==> src/rtl/cv32e40s_sleep_unit_mc_if.sv <==
// Controller-side signals of the multi-domain sleep unit.
// All signals are level-sensitive and sampled on clk_ungated_i; there is no
// valid/ready pairing. The controller (master) holds busy/wake/fetch-enable
// levels for as long as they apply, and the sleep unit (slave) reports its
// state every cycle.
interface cv32e40s_sleep_unit_mc_if #(
  parameter int NUM_BUSY = 3,
  parameter int NUM_AUX  = 1
);
  localparam int AUX_W = (NUM_AUX > 0) ? NUM_AUX : 1;

  logic                fetch_enable_i;
  logic [NUM_BUSY-1:0] busy_i;
  logic                wake_from_sleep_i;
  logic [AUX_W-1:0]    aux_busy_i;
  logic                core_sleep_o;
  logic                fetch_enable_o;
  logic [2:0]          sleep_state_o;

  modport master (
    output fetch_enable_i, busy_i, wake_from_sleep_i, aux_busy_i,
    input  core_sleep_o, fetch_enable_o, sleep_state_o
  );

  modport slave (
    input  fetch_enable_i, busy_i, wake_from_sleep_i, aux_busy_i,
    output core_sleep_o, fetch_enable_o, sleep_state_o
  );
endinterface

==> src/rtl/cv32e40s_sleep_unit_mc.sv <==
// Multi-domain sleep unit: gates the core clock and NUM_AUX auxiliary clocks
// from the free-running clock, with idle hysteresis before sleep, a wake-up
// settle delay, and per-domain auxiliary idle gating.

// Behavioural clock gate; LIB selects the cell style.
module cv32e40s_clock_gate #(
  parameter int LIB = 0
) (
  input  logic clk_i,
  input  logic en_i,
  input  logic scan_cg_en_i,
  output logic clk_o
);
  logic en_q;

  if (LIB == 0) begin : gen_latch_icg
    // Latch is transparent while the clock is low, so the enable is stable during the high phase.
    always_latch begin
      if (!clk_i) en_q <= en_i | scan_cg_en_i;
    end
  end else begin : gen_flop_icg
    // Negative-edge flop variant for libraries without a latch-based cell.
    always_ff @(negedge clk_i) begin
      en_q <= en_i | scan_cg_en_i;
    end
  end

  assign clk_o = clk_i & en_q;
endmodule

module cv32e40s_sleep_unit_mc #(
  parameter int LIB            = 0,
  parameter int NUM_BUSY       = 3,
  parameter int NUM_AUX        = 1,
  parameter int IDLE_DELAY     = 0,
  parameter int WAKE_DELAY     = 0,
  parameter int AUX_IDLE_DELAY = 2
) (
  input  logic                                  clk_ungated_i,
  input  logic                                  rst_n,
  input  logic                                  scan_cg_en_i,
  cv32e40s_sleep_unit_mc_if.slave               ctrl_if,
  output logic                                  clk_gated_o,
  output logic [((NUM_AUX > 0) ? NUM_AUX : 1)-1:0] clk_aux_gated_o
);
  localparam int MAX_DLY   = (IDLE_DELAY > WAKE_DELAY) ? IDLE_DELAY : WAKE_DELAY;
  localparam int CNT_W     = $clog2(((MAX_DLY > 0) ? MAX_DLY : 1) + 1);
  localparam int AUX_CNT_W = $clog2(((AUX_IDLE_DELAY > 0) ? AUX_IDLE_DELAY : 1) + 1);
  localparam logic [CNT_W-1:0]     IDLE_LOAD = CNT_W'((IDLE_DELAY > 0) ? IDLE_DELAY - 1 : 0);
  localparam logic [CNT_W-1:0]     WAKE_LOAD = CNT_W'((WAKE_DELAY > 0) ? WAKE_DELAY - 1 : 0);
  localparam logic [AUX_CNT_W-1:0] AUX_LOAD  = AUX_CNT_W'(AUX_IDLE_DELAY);

  typedef enum logic [2:0] {
    S_OFF   = 3'd0,
    S_RUN   = 3'd1,
    S_IDLE  = 3'd2,
    S_SLEEP = 3'd3,
    S_WAKE  = 3'd4
  } state_e;

  state_e              state_q;
  logic [CNT_W-1:0]    cnt_q;
  logic                fetch_enable_q;
  logic                busy_q;
  logic                core_en;
  logic                wake;
  logic [NUM_BUSY-1:0] busy_vec;

  assign busy_vec = ctrl_if.busy_i;
  assign wake     = ctrl_if.wake_from_sleep_i;

  // Sticky fetch enable and registered core activity.
  always_ff @(posedge clk_ungated_i or negedge rst_n) begin
    if (!rst_n) begin
      fetch_enable_q <= 1'b0;
      busy_q         <= 1'b0;
    end else begin
      if (ctrl_if.fetch_enable_i) fetch_enable_q <= 1'b1;
      busy_q <= |busy_vec;
    end
  end

  // Core clock enable from the registered state plus the live wake request.
  // With no idle hysteresis RUN gates as soon as the core is idle, which keeps
  // the enable identical to the single-gate unit it replaces.
  always_comb begin
    core_en = 1'b0;
    unique case (state_q)
      S_RUN:   core_en = (IDLE_DELAY == 0) ? (busy_q || wake) : 1'b1;
      S_IDLE:  core_en = 1'b1;
      S_SLEEP: core_en = (WAKE_DELAY == 0) ? wake : 1'b0;
      default: core_en = 1'b0;
    endcase
  end

  // Sleep FSM with a shared idle/wake delay counter.
  always_ff @(posedge clk_ungated_i or negedge rst_n) begin
    if (!rst_n) begin
      state_q <= S_OFF;
      cnt_q   <= '0;
    end else begin
      unique case (state_q)
        S_OFF: begin
          if (fetch_enable_q) state_q <= S_RUN;
        end
        S_RUN: begin
          if (!busy_q && !wake) begin
            if (IDLE_DELAY == 0) begin
              state_q <= S_SLEEP;
            end else begin
              state_q <= S_IDLE;
              cnt_q   <= IDLE_LOAD;
            end
          end
        end
        S_IDLE: begin
          // Renewed activity takes priority over an expiring idle count.
          if (busy_q || wake)   state_q <= S_RUN;
          else if (cnt_q == '0) state_q <= S_SLEEP;
          else                  cnt_q   <= cnt_q - 1'b1;
        end
        S_SLEEP: begin
          if (wake) begin
            if (WAKE_DELAY == 0) begin
              state_q <= S_RUN;
            end else begin
              state_q <= S_WAKE;
              cnt_q   <= WAKE_LOAD;
            end
          end
        end
        S_WAKE: begin
          // Once started, a wake always completes even if the request drops.
          if (cnt_q == '0) state_q <= S_RUN;
          else             cnt_q   <= cnt_q - 1'b1;
        end
        default: state_q <= S_OFF;
      endcase
    end
  end

  assign ctrl_if.core_sleep_o   = (state_q == S_SLEEP) && !core_en;
  assign ctrl_if.fetch_enable_o = fetch_enable_q;
  assign ctrl_if.sleep_state_o  = state_q;

  cv32e40s_clock_gate #(.LIB(LIB)) core_clock_gate_i (
    .clk_i        (clk_ungated_i),
    .en_i         (core_en),
    .scan_cg_en_i (scan_cg_en_i),
    .clk_o        (clk_gated_o)
  );

  if (NUM_AUX > 0) begin : gen_aux
    for (genvar d = 0; d < NUM_AUX; d++) begin : gen_dom
      logic                 aux_busy_q;
      logic [AUX_CNT_W-1:0] aux_cnt_q;
      logic                 aux_en;

      // Per-domain busy register and idle countdown, saturating at zero.
      always_ff @(posedge clk_ungated_i or negedge rst_n) begin
        if (!rst_n) begin
          aux_busy_q <= 1'b0;
          aux_cnt_q  <= '0;
        end else begin
          aux_busy_q <= ctrl_if.aux_busy_i[d];
          if (aux_busy_q)           aux_cnt_q <= AUX_LOAD;
          else if (aux_cnt_q != '0) aux_cnt_q <= aux_cnt_q - 1'b1;
        end
      end

      // An aux domain only runs while the core clock runs.
      assign aux_en = core_en && (aux_busy_q || (aux_cnt_q != '0));

      cv32e40s_clock_gate #(.LIB(LIB)) aux_clock_gate_i (
        .clk_i        (clk_ungated_i),
        .en_i         (aux_en),
        .scan_cg_en_i (scan_cg_en_i),
        .clk_o        (clk_aux_gated_o[d])
      );
    end
  end else begin : gen_no_aux
    assign clk_aux_gated_o = 1'b0;
  end
endmodule

==> src/flat_wrapper.sv <==
// flat-port wrapper written by rule: the top's interface ports become plain ports
module cv32e40s_sleep_unit_mc_flat 
#(
  parameter int LIB            = 0,
  parameter int NUM_BUSY       = 3,
  parameter int NUM_AUX        = 1,
  parameter int IDLE_DELAY     = 0,
  parameter int WAKE_DELAY     = 0,
  parameter int AUX_IDLE_DELAY = 2
)
  (clk_ungated_i, rst_n, scan_cg_en_i, clk_gated_o, clk_aux_gated_o, ctrl_if_fetch_enable_i, ctrl_if_busy_i, ctrl_if_wake_from_sleep_i, ctrl_if_aux_busy_i, ctrl_if_core_sleep_o, ctrl_if_fetch_enable_o, ctrl_if_sleep_state_o);
  cv32e40s_sleep_unit_mc_if #(.NUM_BUSY(NUM_BUSY), .NUM_AUX(NUM_AUX)) ctrl_if_i ();
  input  logic clk_ungated_i;
  input  logic rst_n;
  input  logic scan_cg_en_i;
  output logic clk_gated_o;
  output logic [((NUM_AUX > 0) ? NUM_AUX : 1)-1:0] clk_aux_gated_o;
  input wire logic [$bits(ctrl_if_i.fetch_enable_i)-1:0] ctrl_if_fetch_enable_i;
  input wire logic [$bits(ctrl_if_i.busy_i)-1:0] ctrl_if_busy_i;
  input wire logic [$bits(ctrl_if_i.wake_from_sleep_i)-1:0] ctrl_if_wake_from_sleep_i;
  input wire logic [$bits(ctrl_if_i.aux_busy_i)-1:0] ctrl_if_aux_busy_i;
  output wire logic [$bits(ctrl_if_i.core_sleep_o)-1:0] ctrl_if_core_sleep_o;
  output wire logic [$bits(ctrl_if_i.fetch_enable_o)-1:0] ctrl_if_fetch_enable_o;
  output wire logic [$bits(ctrl_if_i.sleep_state_o)-1:0] ctrl_if_sleep_state_o;
  assign ctrl_if_i.fetch_enable_i = ctrl_if_fetch_enable_i;
  assign ctrl_if_i.busy_i = ctrl_if_busy_i;
  assign ctrl_if_i.wake_from_sleep_i = ctrl_if_wake_from_sleep_i;
  assign ctrl_if_i.aux_busy_i = ctrl_if_aux_busy_i;
  assign ctrl_if_core_sleep_o = ctrl_if_i.core_sleep_o;
  assign ctrl_if_fetch_enable_o = ctrl_if_i.fetch_enable_o;
  assign ctrl_if_sleep_state_o = ctrl_if_i.sleep_state_o;
  cv32e40s_sleep_unit_mc #(.LIB(LIB), .NUM_BUSY(NUM_BUSY), .NUM_AUX(NUM_AUX), .IDLE_DELAY(IDLE_DELAY), .WAKE_DELAY(WAKE_DELAY), .AUX_IDLE_DELAY(AUX_IDLE_DELAY)) u_core (.clk_ungated_i(clk_ungated_i), .rst_n(rst_n), .scan_cg_en_i(scan_cg_en_i), .ctrl_if(ctrl_if_i), .clk_gated_o(clk_gated_o), .clk_aux_gated_o(clk_aux_gated_o));
endmodule
==> config.mk <==
export PLATFORM = sky130hd
export DESIGN_NAME = cv32e40s_sleep_unit_mc_flat
export DESIGN_NICKNAME = d
export VERILOG_FILES = /design/src/rtl/cv32e40s_sleep_unit_mc_if.sv /design/src/rtl/cv32e40s_sleep_unit_mc.sv /design/src/flat_wrapper.sv
export SDC_FILE = /design/constraint.sdc
export NUM_CORES = 1
export LEC_CHECK = 0
export BUFFER_PORTS_ARGS = -buffer_cell sky130_fd_sc_hd__clkbuf_2
export CAP_MARGIN = 20
export CORE_AREA = 2 2 39 41
export CTS_BUF_LIST = sky130_fd_sc_hd__clkbuf_4
export DETAILED_ROUTE_END_ITERATION = 10
export DIE_AREA = 0 0 41 43
export MAX_ROUTING_LAYER = met4
export PLACE_DENSITY = 0.54
export SYNTH_ARGS = -nofsm -noshare
export SYNTH_HDL_FRONTEND = slang
export SYNTH_HIERARCHICAL = 1
export SYNTH_SLANG_ARGS = --single-unit
==> constraint.sdc <==
create_clock -name clk_ungated_i -period 2.2 [get_ports clk_ungated_i]
set_clock_uncertainty 0.1 [all_clocks]
set_input_delay 0 -clock clk_ungated_i [delete_from_list [all_inputs] [get_ports clk_ungated_i]]
set_output_delay 0 -clock clk_ungated_i [all_outputs]
set_load 0.1 [all_outputs]
==> flow_summary.rst, run 1 <==
.. list-table::
   :header-rows: 1

   * - Metric
     - Value
   * - Vias
     - 336
   * - Setup crit end kind
     - output port
   * - Clock tree from TritonCTS
     - built
   * - I/O Pins
     - 16
   * - Fin nets
     - 77
   * - Clk Latency, worst-skew pair
     - between 0.3 and 0.4 ns
   * - Core area
     - approximately 0.0014 sq mm
   * - Worst min-delay path class
     - in2reg
   * - Power after layout
     - between 1 and 1.5 mW
   * - Die Y-Extent
     - around 43 microns
   * - Layout cell share with drive strength beyond 1
     - between 40% and 50%
   * - Post-Place Cells
     - 66
   * - Category of the worst setup path launch point
     - latch
   * - Layout Area Growth over Synthesis
     - 71.2%
   * - Worst Slack Setup Final
     - -0.0919 ns
   * - Initial core utilization
     - between 20% and 30%
   * - Worst Hold Slack
     - around 0.18 ns
   * - Measured slew at the worst slew-check pin
     - between 0.5 and 0.6 ns
   * - Final setup TNS
     - -0.181 ns
   * - Met2 track demand over resource
     - 17.8%
   * - Cells after Synth
     - 36
   * - Endpoint of the most critical setup path
     - clk_aux_gated_o
   * - Synth warnings
     - 6
   * - Clock slew at reported path FFs
     - 0.06 ns
   * - First-iteration detailed-routing DRC count
     - 4
   * - Total detailed-routing wirelength
     - roughly 850 microns
   * - Total routing resource utilization after global routing
     - 14.7%
   * - Count of fill cells added during filler insertion
     - ~130
   * - Count of port buffers added during placement
     - 14
   * - Overall die area
     - 0.00176 sq mm
   * - Area used by sequential logic in the layout
     - about 210 sq um
   * - Max Cap Viol
     - 0
   * - Instance area after placement
     - roughly 490 sq um
   * - Pin count of the biggest net entering global routing
     - 8
   * - Number of different library cells in the post-synthesis netlist
     - 20
   * - Residual DRC
     - 0
   * - Arr. time, crit path
     - roughly 2.2 ns
   * - Worst reg2reg setup slack
     - ~0.06 ns
   * - Number of global-route vias before repair
     - 385
   * - Average footprint of a synthesized cell
     - 10.8 sq um
   * - Met3 routing resource usage after global routing
     - a little under an eighth
   * - Met1 track demand over resource
     - between 10% and 20%
   * - Via/cell ratio
     - slightly above 4
   * - Total standard cell area after synthesis
     - just under 400 sq um
   * - Wire length per cell after detailed routing
     - approximately 10 microns
   * - Antenna diode count
     - 0
   * - Worst R2R Start
     - u_core/gen_aux.gen_dom[0].aux_cnt_q[0]
   * - Required time of the critical path
     - 2.10 ns
   * - Number of standard cells in the final layout excluding fillers
     - slightly above 80
   * - GRT overflow
     - 0
   * - Normalized max-slew margin
     - roughly 64%
   * - Combined area of the multi-input logic cells
     - 171 sq um
   * - Pwr/cell area
     - approximately 1600 mW/mm^2
   * - Start-to-end type of the worst setup path
     - latch2out
   * - Violations in the final reports
     - negative setup slack
   * - Total setup violations reported at the end of the flow
     - 4
   * - Number of detailed-route iterations in the first pass
     - 2
   * - Fin. Hold Viols
     - 0
   * - RSZ-0062 raised after global routing
     - yes
   * - Result of the run
     - finished, violations left
   * - Worst r2r path cells
     - 4
   * - Flip-flop and latch count after synthesis
     - 9
   * - Maximum fanout along the worst path
     - 1
   * - Gr busiest metal
     - met2
   * - Endpoint of the most critical register-to-register path
     - u_core/gen_aux.gen_dom[0].aux_clock_gate_i/en_q
   * - Leading cell types in the layout, fill and taps excluded
     - sky130_fd_sc_hd__clkbuf_2 (12), sky130_fd_sc_hd__clkbuf_4 (8), sky130_fd_sc_hd__dlygate4sd3_1 (8)
   * - Slew Limit Fails
     - 0
   * - Placer's final routability congestion estimate
     - roughly 0.66
   * - Launch point of the worst path
     - u_core/gen_aux.gen_dom[0].aux_clock_gate_i/en_q
   * - First-pass GRT wire length
     - 1440 microns
   * - Worst vdd rail ir drop
     - roughly 0.0007 V
   * - Most common cell after layout, fill and taps aside
     - sky130_fd_sc_hd__clkbuf_2
   * - Row count
     - 14
   * - HPWL reported at the end of detailed placement
     - roughly 500 microns
   * - Die W
     - between 40 and 50 microns
   * - Routed Antenna Nets
     - 0
   * - Leakage dissipation
     - around 0.32 nW
   * - Post-route cell area
     - about 670 sq um
   * - Antenna violations before repair
     - 0
   * - Total nets after synthesis
     - 46
   * - Number of buffers inserted to repair setup after CTS
     - 0
[area by class of cell]
cell class,count,share of cell area [%]
well taps,16,3.00
flip-flops and latches,9,31.1
clock buffers,10,16.5
multi-input cells,23,25.7
repair buffers,21,22.1
inverters,3,1.69
[sequential cells by signal, summed over array words and instances, names as in the netlist]
| register | count |
|---|---|
| u_core/ctrl_if.fetch_enable_o | 1 |
| u_core/ctrl_if.sleep_state_o | 2 |
| u_core/gen_aux.gen_dom.aux_cnt_q | 2 |
| u_core/gen_aux.gen_dom.aux_clock_gate_i/en_q | 1 |
| u_core/gen_aux.gen_dom.aux_busy_q | 1 |
| u_core/core_clock_gate_i/en_q | 1 |
| u_core/busy_q | 1 |
[metal layers]
layer	vias up	wire, microns
met3	0	48
li1	174	-
met2	12	451
met5	-	0
met1	150	352
met4	0	0
[logic make-up (layout without fill, tap and decap cells)]
family | Yosys count | in the layout | share of synthesized area (%)
adders and majority gates | 1 | 1 | 3.20
latches | 2 | 2 | 7.69
and+or+nand+nor | 16 | 16 | 27.6
other | 1 | 1 | 0.961
xor gates and xnor gates | 1 | 1 | 2.24
AOI/OAI and AO/OA | 4 | 4 | 8.65
DFF | 7 | 7 | 44.9
buffers and inverters | 4 | 34 | 4.81
[synth_stat cells]
| library cell | number | area (sq um) |
|---|---|---|
| sky130_fd_sc_hd__o22ai_1 | 1 | 6.26 |
| sky130_fd_sc_hd__nor2b_1 | 1 | 6.26 |
| sky130_fd_sc_hd__nor2b_4 | 1 | 13.8 |
| sky130_fd_sc_hd__inv_1 | 3 | 11.3 |
| sky130_fd_sc_hd__dfrtp_1 | 7 | 175 |
| sky130_fd_sc_hd__buf_4 | 1 | 7.51 |
| sky130_fd_sc_hd__a221oi_2 | 1 | 15.0 |
| sky130_fd_sc_hd__and2_1 | 3 | 18.8 |
| sky130_fd_sc_hd__conb_1 | 1 | 3.75 |
| sky130_fd_sc_hd__or2_1 | 3 | 18.8 |
| sky130_fd_sc_hd__nand2_1 | 1 | 3.75 |
| sky130_fd_sc_hd__a21oi_1 | 1 | 5.00 |
| sky130_fd_sc_hd__dlxtn_1 | 2 | 30.0 |
| sky130_fd_sc_hd__or3_1 | 2 | 12.5 |
| sky130_fd_sc_hd__nand2b_1 | 2 | 12.5 |
| sky130_fd_sc_hd__ha_1 | 1 | 12.5 |
| sky130_fd_sc_hd__o211ai_1 | 1 | 7.51 |
| sky130_fd_sc_hd__xor2_1 | 1 | 8.76 |
| sky130_fd_sc_hd__nor2_1 | 2 | 7.51 |
| sky130_fd_sc_hd__nand2b_4 | 1 | 13.8 |
[how the worst min path moves through the flow]
stage	from	endpoint	slack, ns	cells after the start
floorplan	rst_n	u_core/busy_q	-0.40	0
global placement	rst_n	u_core/gen_aux.gen_dom[0].aux_cnt_q[1]	-0.26	1
detailed placement	rst_n	u_core/gen_aux.gen_dom[0].aux_cnt_q[1]	-0.26	1
CTS	ctrl_if_aux_busy_i	u_core/gen_aux.gen_dom[0].aux_busy_q	0.17	2
global route	ctrl_if_aux_busy_i	u_core/gen_aux.gen_dom[0].aux_busy_q	0.18	2
finish	ctrl_if_aux_busy_i	u_core/gen_aux.gen_dom[0].aux_busy_q	0.18	2
[timing repair]
item / CTS / global route
endpoints found under the hold margin: 13 / 0
hold buffers: 8 / 0
endpoints found under the setup margin: 4 / 4
resized for setup: 8 / 0
[power by group]
| group | internal, mW | total (mW) | switching, mW |
|---|---|---|---|
| registers | 0.176 | 0.189 | 0.0130 |
| clock network | 0.369 | 0.761 | 0.392 |
| logic | 0.0598 | 0.124 | 0.0645 |
[stage by stage]
stage	setup WS (ns)	util [%]
after CTS	-0.102	48.3
after detailed placement	0.0479	35.1
after global placement	0.0753	35.1
final	-0.0919	48.3
after floorplan	0	-
after global routing	-0.142	48.3
[critical path, cell delays in order (launching register included)]
cell	delay, ns
sky130_fd_sc_hd__dlxtn_1	0.39
sky130_fd_sc_hd__and2_4	0.13
sky130_fd_sc_hd__clkbuf_16	0.19
No activity file was read; power rests on OpenSTA's default activity.
==> run 2: changes to the inputs <==
--- a/config.mk
+++ b/config.mk
@@ -9,6 +9,7 @@
 export CAP_MARGIN = 20
 export CORE_AREA = 2 2 39 41
 export CTS_BUF_LIST = sky130_fd_sc_hd__clkbuf_4
+export CTS_CLUSTER_DIAMETER = 50
 export DETAILED_ROUTE_END_ITERATION = 10
 export DIE_AREA = 0 0 41 43
 export MAX_ROUTING_LAYER = met4
==> constraint.sdc (replaced) <==
create_clock -name clk_ungated_i -period 2.2 [get_ports clk_ungated_i]
set_clock_uncertainty 0.1 [all_clocks]
set_input_delay 0.22 -clock clk_ungated_i [delete_from_list [all_inputs] [get_ports clk_ungated_i]]
set_output_delay 0.22 -clock clk_ungated_i [all_outputs]
set_load 0.1 [all_outputs]
==> run 2 against run 1 <==
  * The run still ends with negative setup slack left
  * Combinational power shrank 3%
  * Critical path depth unchanged
  * Total power grew 0.73%
  * Worst hold slack got worse by 0.12 ns
  * Register-to-register slack got worse by 0.02 ns
  * Largest cell class unchanged
==> flow_summary.rst, run 2 (synthesis gave the netlist of run 1 again) <==
.. list-table::
   :header-rows: 1

   * - Metric
     - Value
   * - Result of the run
     - finished, violations left
   * - Violations in the final reports
     - negative setup slack
   * - Buffers and inverters on the worst path
     - 1
   * - Crit-path leading delay family
     - latches
   * - Setup crit end kind
     - output port
   * - Maximum fanout along the worst path
     - 1
   * - Via/cell ratio
     - ~4.2
   * - Post-Place Cells
     - 66
   * - Total routing resource utilization after global routing
     - a little over an eighth
   * - Antenna violations before repair
     - 0
   * - Leakage dissipation
     - about 0.32 nW
   * - Number of standard cells in the final layout excluding fillers
     - 80
   * - Number of global-route vias before repair
     - 381
   * - Die Y-Extent
     - 43 microns
   * - Total detailed-routing wirelength
     - 841 microns
   * - Arr. time, crit path
     - approximately 2.2 ns
   * - Met1 wire length
     - 337 microns
   * - Most common cell after layout, fill and taps aside
     - sky130_fd_sc_hd__clkbuf_2
   * - Pwr/cell area
     - ~1700 mW/mm^2
   * - Routed Antenna Nets
     - 0
   * - Count of port buffers added during placement
     - 14
   * - CP peak stage delay
     - 0.39 ns
   * - Slew Limit Fails
     - 0
   * - Highest Signal Layer
     - met4
   * - Max Cap Viol
     - 0
   * - Clock tree from TritonCTS
     - built
   * - Vias
     - ~340
   * - Clk Latency, worst-skew pair
     - between 0.3 and 0.4 ns
   * - Fin. Hold Viols
     - 0
   * - Normalized max-slew margin
     - between 60 and 70%
   * - Wire length per cell after detailed routing
     - roughly 11 microns
   * - Met2 WL
     - ~370 microns
   * - Number of detailed-route iterations in the first pass
     - 3
   * - Die W
     - 41 microns
   * - Total setup violations reported at the end of the flow
     - 4
   * - Antenna diode count
     - 0
   * - Row count
     - 14
   * - GRT overflow
     - 0
   * - Worst Slack Setup Final
     - -0.320 ns
   * - Residual DRC
     - 0
   * - Core area
     - approximately 0.0014 sq mm
   * - Worst Hold Slack
     - roughly 0.067 ns
   * - HPWL reported at the end of detailed placement
     - just over 500 microns
   * - Number of buffers inserted to repair setup after CTS
     - 0
   * - Count of fill cells added during filler insertion
     - about 140
   * - Worst vdd rail ir drop
     - about 0.00052 V
   * - Required time of the critical path
     - ~1.9 ns
   * - First-iteration detailed-routing DRC count
     - 2
   * - Critical path cell sequence
     - and2_4 > clkbuf_16
   * - Placer's final routability congestion estimate
     - between 0.6 and 0.7
   * - Layout cell share with drive strength beyond 1
     - roughly half
   * - Overall die area
     - 0.00176 sq mm
   * - Wire length on met3
     - around 84 microns
   * - Measured slew at the worst slew-check pin
     - roughly 0.54 ns
   * - Fin nets
     - 75
   * - Start-to-end type of the worst setup path
     - latch2out
   * - Master of the slowest instance on the critical path
     - sky130_fd_sc_hd__dlxtn_1
   * - Clock slew at reported path FFs
     - around 0.060 ns
   * - First-pass GRT wire length
     - roughly 1300 microns
   * - Leading cell types in the layout, fill and taps excluded
     - sky130_fd_sc_hd__clkbuf_2 (12), sky130_fd_sc_hd__clkbuf_4 (8), sky130_fd_sc_hd__dlygate4sd3_1 (6)
   * - Layout Area Growth over Synthesis
     - 66.3%
   * - Category of the worst setup path launch point
     - latch
   * - Worst reg2reg setup slack
     - 0.04 ns
   * - Pin count of the biggest net entering global routing
     - 8
   * - I/O Pins
     - 16
   * - Initial core utilization
     - between 20 and 30%
   * - Worst min-delay path class
     - in2latch
   * - RSZ-0062 raised after global routing
     - yes
[run 2: cell types whose count changed in the layout (fill, tap and decap cells not counted), sizes merged]
cell	previous run	this run
dlygate4sd3	8	6
[run 2: layout make-up]
cell class | instances | area, sq um | area share [%]
Clock buffer | 10 | 110 | 17.0
Inverter | 3 | 11.3 | 1.73
Multi-Input combinational cell | 23 | 171 | 26.4
Sequential cell | 9 | 209 | 32.2
Tap cell | 16 | 20.0 | 3.08
Timing Repair Buffer | 19 | 128 | 19.7
[run 2: power breakdown]
part,switching [mW],internal (mW)
clock,0.402,0.369
sequential,0.0135,0.177
combinational,0.0632,0.0572
[run 2: per-layer routing]
metal | vias up | track usage, %
li1 | 173 | -
met1 | 140 | 10.4
met2 | 19 | 14.4
met3 | 6 | 16.2
met4 | 0 | 15.3
met5 | - | -
[run 2: worst reg2reg max path: cells and delay by family, from the launching register on]
kind	cells	cell delay, ns
and+or+nand+nor	1	0.12
buffers and inverters	1	0.05
adders and majority gates	1	0.21
DFF	1	0.36
AOI/OAI and AO/OA	1	0.23
[run 2: repair_timing]
action                                 CTS  global route
endpoints found under the hold margin   10             1
setup endpoints to repair                4             4
resized for setup                        6             1
hold buffers                             5             1
[run 2: per-stage QoR]
step	instance area [sq um]	power [mW]	util, %	worst slack (ns)	TNS [ns]
after floorplan	398	0.607	-	0	0
after global placement	488	0.657	35.3	-0.142	-0.284
after detailed placement	488	0.661	35.3	-0.147	-0.293
after CTS	638	1.08	46.1	-0.321	-0.642
after global routing	649	1.14	46.9	-0.364	-0.725
final	649	1.08	46.9	-0.320	-0.631
[run 2: final timing paths]
| kind | start | end | depth (start not counted) |
|---|---|---|---|
| min reg2reg | u_core/gen_aux.gen_dom[0].aux_busy_q | u_core/gen_aux.gen_dom[0].aux_cnt_q[0] | 1 |
| min | scan_cg_en_i | u_core/core_clock_gate_i/en_q | 2 |
| max reg2reg | u_core/gen_aux.gen_dom[0].aux_cnt_q[0] | u_core/gen_aux.gen_dom[0].aux_clock_gate_i/en_q | 4 |
| max | u_core/core_clock_gate_i/en_q | clk_gated_o | 2 |
| max in group asynchronous | rst_n | u_core/ctrl_if.sleep_state_o[1] | 2 |
| min in group asynchronous | rst_n | u_core/gen_aux.gen_dom[0].aux_cnt_q[0] | 2 |
